## config.mk

```make
export PLATFORM = sky130hd
export DESIGN_NAME = map_sst_engine
export DESIGN_NICKNAME = d
export VERILOG_FILES = /design/src/rtl/map_sst_engine.sv
export SDC_FILE = /design/constraint.sdc
export NUM_CORES = 1
export LEC_CHECK = 0
export ABC_CLOCK_PERIOD_IN_PS = 2040
export BUFFER_PORTS_ARGS = -buffer_cell sky130_fd_sc_hd__buf_2
export CORE_MARGIN = 2
export CORE_UTILIZATION = 53
export CTS_BUF_LIST = sky130_fd_sc_hd__clkbuf_8
export CTS_CLUSTER_SIZE = 24
export DETAILED_ROUTE_END_ITERATION = 12
export GPL_ROUTABILITY_DRIVEN = 1
export PLACE_DENSITY = 0.82
export SLEW_MARGIN = 20
export SYNTH_ARGS = -nofsm -noshare
export SYNTH_HDL_FRONTEND = slang
export SYNTH_SLANG_ARGS = --single-unit
```

## constraint.sdc

```tcl
create_clock -name clk -period 2.04 [get_ports clk]
set_input_delay 0.612 -clock clk [delete_from_list [all_inputs] [get_ports clk]]
set_output_delay 0.612 -clock clk [all_outputs]
set_load 0.01 [all_outputs]
```

## src/rtl/map_sst_engine.sv

```systemverilog
// map_sst_engine: save-state initiator for a single attached mapper core.
// DUMP reads SST_LEN bytes from the mapper and streams them out on a
// valid/ready byte port; LOAD accepts SST_LEN bytes from a valid/ready port
// and writes each one to the mapper with its own sst_we strobe.
// Optional feature macro: SST_IDX_CHECK_EN compares the mapper index byte
// (address SST_LEN-1) against exp_idx and flags a mismatch on err.
`timescale 1ns/1ps
module map_sst_engine #(
    parameter int SST_LEN  = 128,  // bytes per transfer, 2..256
    parameter int RD_WAIT  = 1,    // cycles from address change to sst_di sample, 1..7
    parameter int WE_WIDTH = 1     // sst_we pulse width in cycles, 1..7
) (
    input  logic       clk,
    input  logic       rst_n,
    input  logic       cmd_dump,
    input  logic       cmd_load,
    input  logic [7:0] exp_idx,
    output logic       sst_act,
    output logic [7:0] sst_addr,
    output logic       sst_we,
    output logic [7:0] sst_do,
    input  logic [7:0] sst_di,
    output logic [7:0] out_data,
    output logic       out_valid,
    input  logic       out_ready,
    input  logic [7:0] in_data,
    input  logic       in_valid,
    output logic       in_ready,
    output logic       busy,
    output logic       done,
    output logic       err
);

    localparam logic [7:0] LAST_CNT = 8'(SST_LEN - 1);
    localparam logic [2:0] RD_SMP_T = 3'(RD_WAIT - 1);
    localparam logic [2:0] WE_END_T = 3'(WE_WIDTH);

    typedef enum logic [2:0] {
        ST_IDLE,
        ST_RD_ADDR,
        ST_RD_WAIT,
        ST_RD_OUT,
        ST_WR_IN,
        ST_WR_STB,
        ST_FIN
    } state_t;

    state_t     state_q, state_d;
    logic [7:0] cnt_q, cnt_d;
    logic [2:0] tmr_q, tmr_d;
    logic [7:0] sst_addr_q, sst_addr_d;
    logic [7:0] sst_do_q, sst_do_d;
    logic [7:0] out_data_q, out_data_d;

    logic is_last;
    logic rd_sample;
    logic wr_accept;
    logic start_xfer;

    assign is_last    = (cnt_q == LAST_CNT);
    assign rd_sample  = (state_q == ST_RD_WAIT) && (tmr_q == RD_SMP_T);
    assign wr_accept  = (state_q == ST_WR_IN) && in_valid;
    assign start_xfer = (state_q == ST_IDLE) && (cmd_dump || cmd_load);

    // Next-state logic: sequences address/wait/output for DUMP and accept/strobe for LOAD.
    always_comb begin
        // NOTE: every next-state variable is given its hold value first, so no path leaves one unassigned and no latch is inferred.
        state_d    = state_q;
        cnt_d      = cnt_q;
        tmr_d      = tmr_q;
        sst_addr_d = sst_addr_q;
        sst_do_d   = sst_do_q;
        out_data_d = out_data_q;

        case (state_q)
            ST_IDLE: begin
                // Dump has priority when both commands arrive together.
                if (cmd_dump) begin
                    state_d = ST_RD_ADDR;
                    cnt_d   = 8'd0;
                end else if (cmd_load) begin
                    state_d = ST_WR_IN;
                    cnt_d   = 8'd0;
                end
            end
            ST_RD_ADDR: begin
                sst_addr_d = cnt_q;
                tmr_d      = 3'd0;
                state_d    = ST_RD_WAIT;
            end
            ST_RD_WAIT: begin
                if (rd_sample) begin
                    out_data_d = sst_di;
                    state_d    = ST_RD_OUT;
                end else begin
                    tmr_d = tmr_q + 3'd1;
                end
            end
            ST_RD_OUT: begin
                // out_data_q is only rewritten in RD_WAIT, so it holds while stalled.
                if (out_ready) begin
                    if (is_last) begin
                        sst_addr_d = 8'd0;
                        state_d    = ST_FIN;
                    end else begin
                        cnt_d   = cnt_q + 8'd1;
                        state_d = ST_RD_ADDR;
                    end
                end
            end
            ST_WR_IN: begin
                if (wr_accept) begin
                    sst_do_d   = in_data;
                    sst_addr_d = cnt_q;
                    tmr_d      = 3'd0;
                    state_d    = ST_WR_STB;
                end
            end
            ST_WR_STB: begin
                // tmr 0 is the address/data setup cycle; tmr 1..WE_WIDTH drive the strobe.
                if (tmr_q == WE_END_T) begin
                    if (is_last) begin
                        sst_addr_d = 8'd0;
                        state_d    = ST_FIN;
                    end else begin
                        cnt_d   = cnt_q + 8'd1;
                        state_d = ST_WR_IN;
                    end
                end else begin
                    tmr_d = tmr_q + 3'd1;
                end
            end
            ST_FIN: begin
                state_d = ST_IDLE;
            end
            default: begin
                state_d = ST_IDLE;
            end
        endcase
    end

    // State and datapath registers; async reset aborts any transfer to IDLE.
    always_ff @(posedge clk or negedge rst_n) begin
        if (!rst_n) begin
            state_q    <= ST_IDLE;
            cnt_q      <= 8'd0;
            tmr_q      <= 3'd0;
            sst_addr_q <= 8'd0;
            sst_do_q   <= 8'd0;
            out_data_q <= 8'd0;
        end else begin
            // NOTE: non-blocking assignments so every register samples pre-edge values regardless of statement order.
            state_q    <= state_d;
            cnt_q      <= cnt_d;
            tmr_q      <= tmr_d;
            sst_addr_q <= sst_addr_d;
            sst_do_q   <= sst_do_d;
            out_data_q <= out_data_d;
        end
    end

    // Status and handshake outputs decode directly from the registered state,
    // so an async reset drops sst_we, busy and in_ready immediately.
    assign busy      = (state_q != ST_IDLE) && (state_q != ST_FIN);
    assign sst_act   = busy;
    assign done      = (state_q == ST_FIN);
    assign out_valid = (state_q == ST_RD_OUT);
    assign in_ready  = (state_q == ST_WR_IN);
    assign sst_we    = (state_q == ST_WR_STB) && (tmr_q != 3'd0);
    assign sst_addr  = sst_addr_q;
    assign sst_do    = sst_do_q;
    assign out_data  = out_data_q;

`ifdef SST_IDX_CHECK_EN
    logic mism_q, mism_d;
    logic err_q, err_d;

    // Capture an index-byte mismatch during the transfer and publish it on entry to FIN.
    always_comb begin
        mism_d = mism_q;
        err_d  = err_q;
        if (start_xfer) begin
            mism_d = 1'b0;
            err_d  = 1'b0;
        end else if (is_last && rd_sample) begin
            mism_d = (sst_di != exp_idx);
        end else if (is_last && wr_accept) begin
            mism_d = (in_data != exp_idx);
        end
        if ((state_d == ST_FIN) && (state_q != ST_FIN)) begin
            err_d = err_q | mism_q;
        end
    end

    // Index-check registers; err stays set until the next accepted command.
    always_ff @(posedge clk or negedge rst_n) begin
        if (!rst_n) begin
            mism_q <= 1'b0;
            err_q  <= 1'b0;
        end else begin
            mism_q <= mism_d;
            err_q  <= err_d;
        end
    end

    assign err = err_q;
`else
    logic unused_idx;
    assign unused_idx = ^{exp_idx, start_xfer};
    assign err        = 1'b0;
`endif

endmodule

```

==> reports/metrics.cfg <==
[run_status]
status = complete, but fails checks
violations = setup timing

[routing]
drt-pass1-iter-count = 4
routed_via_density = 5.71
vias = 1610
ant_nets = 0
wire_per_inst_um = 15.5
drc_errors = 0
drtIter0Drc = 99
wirelength_um = 4370

[synth]
synth.area.top_cells = dfrtp_1 49%, mux2_2 9.8%, a22o_1 4.5%, ha_1 2.6%, inv_1 1.9%
ys_async_sr_fraction = 1.00
synth_top_family_by_area = compound AO/OA/AOI/OAI gates
muxShareOfSynthArea = 0.113
synth_edf_count = 0
synth_compound_area_frac = 0.207
synth_simple_gate_area_share = 0.108
synth.cell_area_um2 = 1960
seq_area_frac_synth = 0.485
synth_cells = 173
synth_cell_types = 51
synth_common_cells = 38 x dfrtp_1, 17 x mux2_2, 10 x a22o_1, 10 x inv_1, 8 x nor2_1
ys_warn_count = 0
synth_fa_ha_area_frac = 0.0255
synth_nets = 207
synthXorXnorAreaFrac = 0.00447
ys_ff_latch = 38
synth_top_area_frac = 0.485
yosys.cell_count.top_type = dfrtp_1
avgSynthCellArea_um2 = 11.3
yosysTopAreaCell = dfrtp_1
synth_flop_cell = dfrtp_1

[layout]
n_antenna_cell = 0
fillers = 280
drive_above_1_share = 0.449
nets = 267
final_util = 0.680
multi_input_area_um2 = 941
instances_no_fill = 282
final-seq-area_um2 = 953
syn_to_final_growth_pct = 25.1

[sta]
setup-violations-final = 1
fin_tns_setup_ns = -0.00602
finalHoldViolCount = 0
fin_crit_ns = 2.05
drv_slew = 0
skew_ns = 0.00528
rsz0062_at_grt = yes
fmax_ghz = 0.489
slew-limit-headroom = 0.647
worst_slack_ns = -0.00602
period_share = 1.00
tightestPinTransition_ns = 0.528

[clock_network]
worstSkewPairLatency_ns = 0.29
cts_max_level = 2
cts_tree = yes
cts_buffer_depth = 2
path_clk_slew_ns = 0.08
clockRootBuffer = clkbuf_8
cts_buffers = 5
cts_sinks = 38

[place]
portBuffers = 51
post-place-ws_ns = 0.156
routabilityCongestion = 0.782
dp.cells = 269
dp_hpwl_um = 3100

[pwr]
p_sw_uw = 1720
power_density_nw_per_um2 = 1680
seqPwrFrac = 0.333
switching_share = 0.417
combPwrFrac = 0.535
p_clk_frac = 0.132
p_int_uw = 2400
vdd_ir_drop_max_mv = 0.843
power_uw = 4120
p_leak_uw = 0.00120

[floorplan]
dieWidth_um = 64.8
io_pins = 61
core_area_um2 = 3610
row_count = 22
fp.dieH_um = 64.8
die-area_um2 = 4200
start_util = 0.544

[grt]
grt-ovfl-total = 0
grt_max_degree = 23
grt_pass1_vias = 1583
antenna_found_initial = 0
grt_pass1_wl_um = 7170
grt_usage = 0.219

[setup_path]
r2r_start = state_q[1]$_DFFE_PN0P_
cp.arrival_ns = 1.43
r2r_slack_ns = 0.12
path_class = reg -> out
worstSetupStartpointType = flip-flop
ff2ff_path_depth = 4
cp-end-kind = primary output
worst-path-max-fanout = 3
r2r_end = tmr_q[0]$_DFFE_PN0P_
worstPathRequired_ns = 1.43

[min_path]
hold_path_class = in -> async

[job]
max_cap_viol_count = 0

-- registers in the layout (all words and copies together) (netlist names) --
name / cells
state_q: 3
sst_do: 8
sst_addr: 8
tmr_q: 3
out_data: 8
cnt_q: 8
-- power groups by stage --
stage,clock network (uW),logic (uW),registers [uW]
final,544,2200,1370
after global routing,586,2430,1420
after CTS,559,2050,1350
after detailed placement,0,2030,1370
after global placement,0,1970,1350
after floorplan,0,1470,1350
-- layer usage --
layer,track usage,wire [um],share of wire
met3,0.0503,190,0.043
met5,0,0,0
met4,0.0665,92,0.021
met2,0.385,2270,0.52
met1,0.267,1810,0.41
-- area by class of cell --
class,instances,share of cell area
inverters,10,0.0153
repair buffers,64,0.149
clock buffers,6,0.0337
well taps,48,0.0245
flip-flops and latches,38,0.389
clock inverters,2,0.00510
multi-input cells,114,0.384
-- worst max-delay path, stage by stage, from the launching register on --
cell and delay [ns]:
dfrtp_1 0.38, inv_2 0.07, ha_4 0.16, nor2b_4 0.13, nor4_2 0.23, buf_2 0.18
-- cells in the final DEF (no fill, tap or decap), types with 2 or more instances in the layout --
cell | netlist | routed
a2bb2oi_1 | 3 | 3
mux2i_1 | 3 | 3
nor3_1 | 2 | 2
o21ai_0 | 4 | 4
buf_4 | 3 | 12
o211ai_1 | 2 | 2
a22o_1 | 10 | 10
a21oi_1 | 7 | 7
nand2_1 | 7 | 7
a21boi_0 | 3 | 3
ha_1 | 4 | 3
nor2_1 | 8 | 8
a211oi_1 | 4 | 3
nand2b_1 | 2 | 2
dfrtp_2 | 0 | 2
and3_1 | 3 | 3
nor3b_1 | 2 | 2
buf_2 | 2 | 51
mux2_2 | 17 | 17
inv_2 | 0 | 2
dfrtp_1 | 38 | 36
inv_1 | 10 | 8
o2111ai_1 | 2 | 2
clkbuf_8 | 0 | 6
o21a_1 | 2 | 2
-- worst max path at each step --
stage,startpoint,end,slack (ns),cells after the start
after floorplan,state_q[0]$_DFFE_PN0P_,sst_act,0.20,5
after global placement,cnt_q[0]$_DFFE_PN0P_,cnt_q[6]$_DFFE_PN0P_,0.18,5
after detailed placement,cnt_q[0]$_DFFE_PN0P_,cnt_q[1]$_DFFE_PN0P_,0.16,5
after CTS,state_q[1]$_DFFE_PN0P_,busy,-0.06,3
after global routing,tmr_q[0]$_DFFE_PN0P_,sst_we,-0.07,5
final,tmr_q[1]$_DFFE_PN0P_,sst_we,-0.006,5
-- cell families (layout without fill, tap and decap cells) --
logic type / after synthesis / count (layout)
compound gates: 51 / 51
xor+xnor: 1 / 1
fa+ha+maj: 4 / 4
buf+inv: 21 / 82
flops: 38 / 38
mux: 20 / 20
other cells: 1 / 1
simple gates: 37 / 37
-- through the flow --
step | area [um^2] | hold WS [ns]
floorplan | 1960 | 0.316
global placement | 2280 | 0.483
detailed placement | 2280 | 0.490
CTS | 2380 | 0.243
global route | 2450 | 0.257
finish | 2450 | 0.238
-- what timing repair did --
action                                  4_1_cts  5_1_grt
hold buffers                                  0        0
pin swaps                                     0        1
setup buffers                                 1        4
endpoints found under the setup margin        3        6
resized for setup                             1       10
Power figures use the tool's default switching activity.
